[config.mk]
export PLATFORM = sky130hd
export DESIGN_NAME = shot_capture_ctrl
export DESIGN_NICKNAME = d
export VERILOG_FILES = /design/src/rtl/shot_capture_ctrl.sv
export SDC_FILE = /design/constraint.sdc
export NUM_CORES = 1
export LEC_CHECK = 0
export BUFFER_PORTS_ARGS = -buffer_cell sky130_fd_sc_hd__buf_2
export CAP_MARGIN = 10
export CORE_UTILIZATION = 57
export DETAILED_ROUTE_END_ITERATION = 16
export PLACE_DENSITY = 0.78
export SLEW_MARGIN = 0
export SYNTH_ARGS = -nofsm -noshare
export SYNTH_HDL_FRONTEND = slang
export SYNTH_SLANG_ARGS = --single-unit
export TNS_END_PERCENT = 5
[constraint.sdc]
create_clock -name clk -period 2.5 [get_ports clk]
set_input_delay 0.125 -clock clk [delete_from_list [all_inputs] [get_ports clk]]
set_output_delay 0.125 -clock clk [all_outputs]
set_load 0.02 [all_outputs]
[src/rtl/shot_capture_ctrl.sv]
// ---------------------------------------------------------------------------
// shot_capture_ctrl
//   Captures one "shot" from a stream of accelerometer flick magnitudes.
//   Once armed, a sample at or above START_TH opens a shot. Samples at or
//   above RELEASE_TH are counted and peak-tracked. The first sample below
//   RELEASE_TH closes the shot. A shot with fewer than MIN_SAMPLES counted
//   samples is rejected as a glitch and the block re-arms. A valid shot is
//   presented on shot_valid/shot_peak/shot_dur until acknowledged. A fixed
//   COOLDOWN period then follows before the block returns to IDLE.
//
//   Optional feature macro: SHOT_TIMEOUT_EN
//     When this macro is defined, a shot that reaches TIMEOUT_SAMPLES counted
//     samples is abandoned, the block re-arms, and the sticky timeout flag is
//     set. When it is undefined, timeout is tied to 0 and the sample count
//     only saturates.
//
// Ports
//   clk          in   1   single clock (accelerometer domain)
//   rst_n        in   1   asynchronous active-low reset
//   arm          in   1   arm request, honoured only in IDLE
//   abort        in   1   synchronous return to IDLE, highest priority
//   flick_valid  in   1   flick sample strobe
//   flick        in  16   unsigned flick magnitude
//   shot_ack     in   1   consumer acknowledge, honoured only in DONE
//   shot_valid   out  1   result available
//   shot_peak    out 16   peak flick of the last valid shot
//   shot_dur     out 16   counted samples of the last valid shot
//   busy         out  1   state is not IDLE
//   state_dbg    out  3   state encoding
//   timeout      out  1   sticky timeout flag
//
//   state    | meaning
//   IDLE     | waiting for arm
//   ARMED    | waiting for a sample >= START_TH
//   TRACK    | shot in progress, counting and peak-tracking
//   DONE     | result presented, waiting for shot_ack
//   COOLDOWN | fixed dead time before IDLE
// ---------------------------------------------------------------------------
module shot_capture_ctrl #(
  parameter logic [15:0] START_TH        = 16'd400,
  parameter logic [15:0] RELEASE_TH      = 16'd150,
  parameter logic [15:0] MIN_SAMPLES     = 16'd4,
  parameter logic [23:0] COOLDOWN_CYC    = 24'd400000,
  parameter logic [15:0] TIMEOUT_SAMPLES = 16'd2000
) (
  input  logic        clk,
  input  logic        rst_n,
  input  logic        arm,
  input  logic        abort,
  input  logic        flick_valid,
  input  logic [15:0] flick,
  input  logic        shot_ack,
  output logic        shot_valid,
  output logic [15:0] shot_peak,
  output logic [15:0] shot_dur,
  output logic        busy,
  output logic [2:0]  state_dbg,
  output logic        timeout
);

  typedef enum logic [2:0] {
    IDLE     = 3'd0,
    ARMED    = 3'd1,
    TRACK    = 3'd2,
    DONE     = 3'd3,
    COOLDOWN = 3'd4
  } state_t;

  // A zero cooldown still spends one cycle in COOLDOWN.
  localparam logic [23:0] CD_LOAD = (COOLDOWN_CYC == 24'd0) ? 24'd1 : COOLDOWN_CYC;

  state_t      state_q;
  logic [15:0] peak_q;
  logic [15:0] cnt_q;
  logic [23:0] cd_q;
  logic        shot_valid_q;
  logic [15:0] shot_peak_q;
  logic [15:0] shot_dur_q;
  logic        busy_q;

  logic [15:0] cnt_d;
  logic [15:0] peak_d;

  always_comb begin
    cnt_d  = (cnt_q == 16'hFFFF) ? cnt_q : cnt_q + 16'd1;
    peak_d = (flick > peak_q) ? flick : peak_q;
  end

`ifdef SHOT_TIMEOUT_EN
  logic timeout_q;
`endif

  always_ff @(posedge clk or negedge rst_n) begin
    if (!rst_n) begin
      state_q      <= IDLE;
      peak_q       <= '0;
      cnt_q        <= '0;
      cd_q         <= '0;
      shot_valid_q <= 1'b0;
      shot_peak_q  <= '0;
      shot_dur_q   <= '0;
      busy_q       <= 1'b0;
`ifdef SHOT_TIMEOUT_EN
      timeout_q    <= 1'b0;
`endif
    end else if (abort) begin
      // Result registers are deliberately kept; only the handshake is dropped.
      state_q      <= IDLE;
      cnt_q        <= '0;
      cd_q         <= '0;
      shot_valid_q <= 1'b0;
      busy_q       <= 1'b0;
`ifdef SHOT_TIMEOUT_EN
      timeout_q    <= 1'b0;
`endif
    end else begin
      case (state_q)
        IDLE: begin
          if (arm) begin
            state_q <= ARMED;
            busy_q  <= 1'b1;
`ifdef SHOT_TIMEOUT_EN
            timeout_q <= 1'b0;
`endif
          end
        end

        ARMED: begin
          if (flick_valid && (flick >= START_TH)) begin
            state_q <= TRACK;
            peak_q  <= flick;
            cnt_q   <= 16'd1;
          end
        end

        TRACK: begin
          if (flick_valid) begin
            if (flick >= RELEASE_TH) begin
              cnt_q  <= cnt_d;
              peak_q <= peak_d;
`ifdef SHOT_TIMEOUT_EN
              if (cnt_d >= TIMEOUT_SAMPLES) begin
                state_q   <= ARMED;
                timeout_q <= 1'b1;
              end
`endif
            end else if (cnt_q >= MIN_SAMPLES) begin
              // Release sample itself is neither counted nor peak-compared.
              state_q      <= DONE;
              shot_peak_q  <= peak_q;
              shot_dur_q   <= cnt_q;
              shot_valid_q <= 1'b1;
            end else begin
              state_q <= ARMED;
            end
          end
        end

        DONE: begin
          if (shot_ack) begin
            state_q      <= COOLDOWN;
            shot_valid_q <= 1'b0;
            cd_q         <= CD_LOAD;
          end
        end

        COOLDOWN: begin
          if (cd_q <= 24'd1) begin
            state_q <= IDLE;
            busy_q  <= 1'b0;
            cd_q    <= '0;
          end else begin
            cd_q <= cd_q - 24'd1;
          end
        end

        default: begin
          state_q      <= IDLE;
          busy_q       <= 1'b0;
          shot_valid_q <= 1'b0;
        end
      endcase
    end
  end

  assign shot_valid = shot_valid_q;
  assign shot_peak  = shot_peak_q;
  assign shot_dur   = shot_dur_q;
  assign busy       = busy_q;
  assign state_dbg  = state_q;

`ifdef SHOT_TIMEOUT_EN
  assign timeout = timeout_q;
`else
  assign timeout = 1'b0;
`endif

endmodule

==> run_results.csv <==
group,metric,value,unit
detailed_routing,vias,4235,
clock_network,tritoncts,"yes",
logic_synthesis,syn_nets,568,
logic_synthesis,synth_ff_type,"dfrtp_1",
clock_network,h-tree-depth,3,
pwr,powerDensity,727.6,nW/µm²
detailed_routing,postRouteAntennaNets,0,
hold_path,worstHoldPathCells,2,
final_layout,nets,628,
clock_network,post-cts-setup-buffers,0,
floorplan,io_pins,60,
sta,rsz0062_at_grt,"false",
grt,grt_pass1_vias,3921,
critical_path,r2r_cells,9,
place,dp_hpwl,7968,µm
detailed_routing,drtPass1Iterations,5,
floorplan,rows,33,
critical_path,rrSetupSlack,0.17,ns
sta,worst_pin_slew,0.7668,ns
detailed_routing,drtIter0Drc,219,
detailed_routing,drt_wl_total,11200,µm
detailed_routing,drt-wirelength-per-cell,16.09,µm
grt,grt_pass1_wl,18490,µm
clock_network,cts_buffers,9,
sta,finalSetupTns,0,ns
pwr,clockPowerShare,26.5,%
logic_synthesis,syn_area,5035,µm²
critical_path,required,2.75,ns
critical_path,reg2reg_from,"peak_q[1]",
critical_path,crit_type,"register to register",
logic_synthesis,seq_area_frac_synth,46.22,%
detailed_routing,drc_errors,0,
detailed_routing,viasPerCell,6.085,
clock_network,clock_latency,0.36,ns
grt,grt_usage,26.22,%
run,cap_violations,0,
critical_path,cp_max_fo,8,
floorplan,die_height,95.99,µm
logic_synthesis,ys_warn_count,0,
logic_synthesis,avgSynthCellArea,9.572,µm²
sta,fin_worst_skew,0.01100,ns
floorplan,initial_core_util,60.07,%
critical_path,cp.arrival,2.58,ns
floorplan,die_x,95.99,µm
grt,grt_max_degree,49,
grt,grt_overflow,0,
sta,final.period_utilization,93.31,%
sta,hold_viol,0,
clock_network,clock_path_buffers,2,
floorplan,dieArea,9213,µm²
place,portBuffers,58,
pwr,ir_drop,0.3352,mV
sta,drv_slew,0,
place,routabilityCongestion,0.8752,
clock_network,ctsHoldBuffers,1,
logic_synthesis,synth-edff-count,0,
pwr,p_switching,1334,µW
final_layout,layout-drive-gt1-share,22.67,%
clock_network,cts_root_buffer,"clkbuf_8",
final_layout,area_growth,12.25,%
pwr,p_int,2779,µW
clock_network,ctsResizeCount,0,
final_layout,antennaDiodeCount,0,
pwr,p_leak,0.002718,µW
place,placedCellCount,679,
critical_path,worstReg2RegEnd,"peak_q[0]",
status,status,"completed",
pwr,combPwrFrac,28.3,%
final_layout,fin_cells,696,
pwr,switching_share,32.43,%
pwr,p_seq_share,45.2,%
logic_synthesis,async_flop_share,100.0,%
hold_path,hold_class,"input port to register",
hold_path,min_to,"peak_q[0]",
logic_synthesis,syn_inst,526,
floorplan,core,8382,µm²
critical_path,worstSetupEndpointType,"register",
clock_network,cts.reportedPaths.clkPinSlew,0.09,ns
critical_path,cp-start-kind,"register",
grt,antenna_found_initial,0,
sta,relSlewSlack,48.69,%
clock_network,cts.sinks,93,
logic_synthesis,ys_types,63,
sta,finalSetupViolCount,0,
sta,post-route-min-period,2.333,ns
logic_synthesis,ys_ff_latch,93,
sta,fmax,428.7,MHz
hold_path,hp-start,"flick[0]",
[cells in the mapped netlist (7+ instances only)]
cell / count / share of area (%)
a31oi_1: 12 / 1.5
and2_1: 7 / 0.87
nor2_1: 40 / 3.0
o21ai_0: 63 / 6.3
nor4_1: 8 / 0.99
and3_1: 7 / 0.87
inv_1: 28 / 2.1
clkbuf_1: 11 / 0.82
mux2_2: 21 / 4.7
nand4_1: 18 / 2.2
dfrtp_1: 93 / 46
nand3_1: 15 / 1.5
a21oi_1: 27 / 2.7
ha_1: 20 / 5.0
mux2_4: 10 / 3.0
nand2_1: 56 / 4.2
nor3_1: 12 / 1.2
[stage by stage]
stage,power [µW],hold WS [ns],utilization [%],instance area [µm²],worst slack (ns)
after floorplan,2714,-0.1706,-,5035,0.2541
after global placement,2965,0.1899,64.74,5426,0.2419
after detailed placement,3029,0.1938,64.74,5426,0.1787
after CTS,4125,0.01579,67.43,5652,0.1548
after global routing,4378,0.01016,67.43,5652,0.03114
final,4112,0.03433,67.43,5652,0.1671
[logic make-up after synthesis]
group / share of synthesized area (%)
buffers and inverters: 5.119
adders and majority gates: 4.970
DFF: 46.22
muxes: 7.878
and+or+nand+nor: 18.86
other: 0.07448
AOI/OAI and AO/OA: 16.87
[final cells by class]
type                            instances  area (µm²)
Clock buffer                           10       127.6
Clock inverter                          6       87.58
Fill cell                             640        2730
Inverter                               28       105.1
Multi-Input combinational cell        379        2450
Sequential cell                        93        2327
Tap cell                              105       131.4
Timing Repair Buffer                   75       422.9
[power by group through the flow]
stage               Combinational [µW]  Sequential, µW  Clock (µW)
floorplan                          869            1840           0
global placement                  1100            1870           0
detailed placement                1150            1880           0
CTS                               1160            1850        1110
global route                      1310            1880        1180
finish                            1160            1860        1090
[how the worst max path moves through the flow]
stage | start | endpoint | slack, ns | depth (start not counted)
global route | peak_q[1] | peak_q[10] | 0.03 | 9
global placement | peak_q[1] | peak_q[1] | 0.24 | 9
CTS | peak_q[1] | peak_q[0] | 0.15 | 9
detailed placement | peak_q[1] | peak_q[0] | 0.18 | 9
finish | peak_q[1] | peak_q[0] | 0.17 | 9
floorplan | peak_q[1] | peak_q[0] | 0.25 | 10
[layout by cell type, fill, tap and decap left out, types with 2 or more instances in the layout]
master / instances
a2111oi_0: 3
a211o_1: 3
a21oi_1: 27
a31oi_1: 12
and2_1: 7
and3_1: 7
buf_2: 57
buf_4: 17
bufinv_16: 2
clkbuf_8: 9
clkinvlp_4: 3
dfrtp_1: 93
ha_1: 20
inv_1: 28
mux2_2: 21
mux2_4: 10
nand2_1: 56
nand2_2: 2
nand3_1: 15
nand4_1: 18
nor2_1: 40
nor3_1: 12
nor4_1: 8
nor4_2: 2
o2111ai_1: 2
o211a_1: 2
o21a_1: 2
o21ai_0: 63
o21ai_1: 5
o31ai_1: 5
or2_2: 2
or3_1: 3
or4_1: 2
[critical path: stages, from the launching register on]
cell and delay [ns]:
dfrtp_1 0.36, inv_1 0.06, ha_1 0.29, nor2b_1 0.14, o211ai_1 0.10, a2111oi_0 0.36
a2111oi_0 0.11, a211o_1 0.32, buf_4 0.19, mux2_4 0.31
[flip-flops by register name (all words and copies together) (netlist names)]
signal,cells
state_dbg,3
busy,1
shot_valid,1
cd_q,24
shot_peak,16
shot_dur,16
peak_q,16
cnt_q,16
[layer usage]
metal,vias to the layer above,global-route usage [%],wire [µm]
li1,2021,-,-
met5,-,0,0
met3,18,4.660,636
met1,2046,36.15,5156
met2,150,40.78,5176
met4,0,10.95,228
Note: power is estimated with default switching activity, not from simulation.
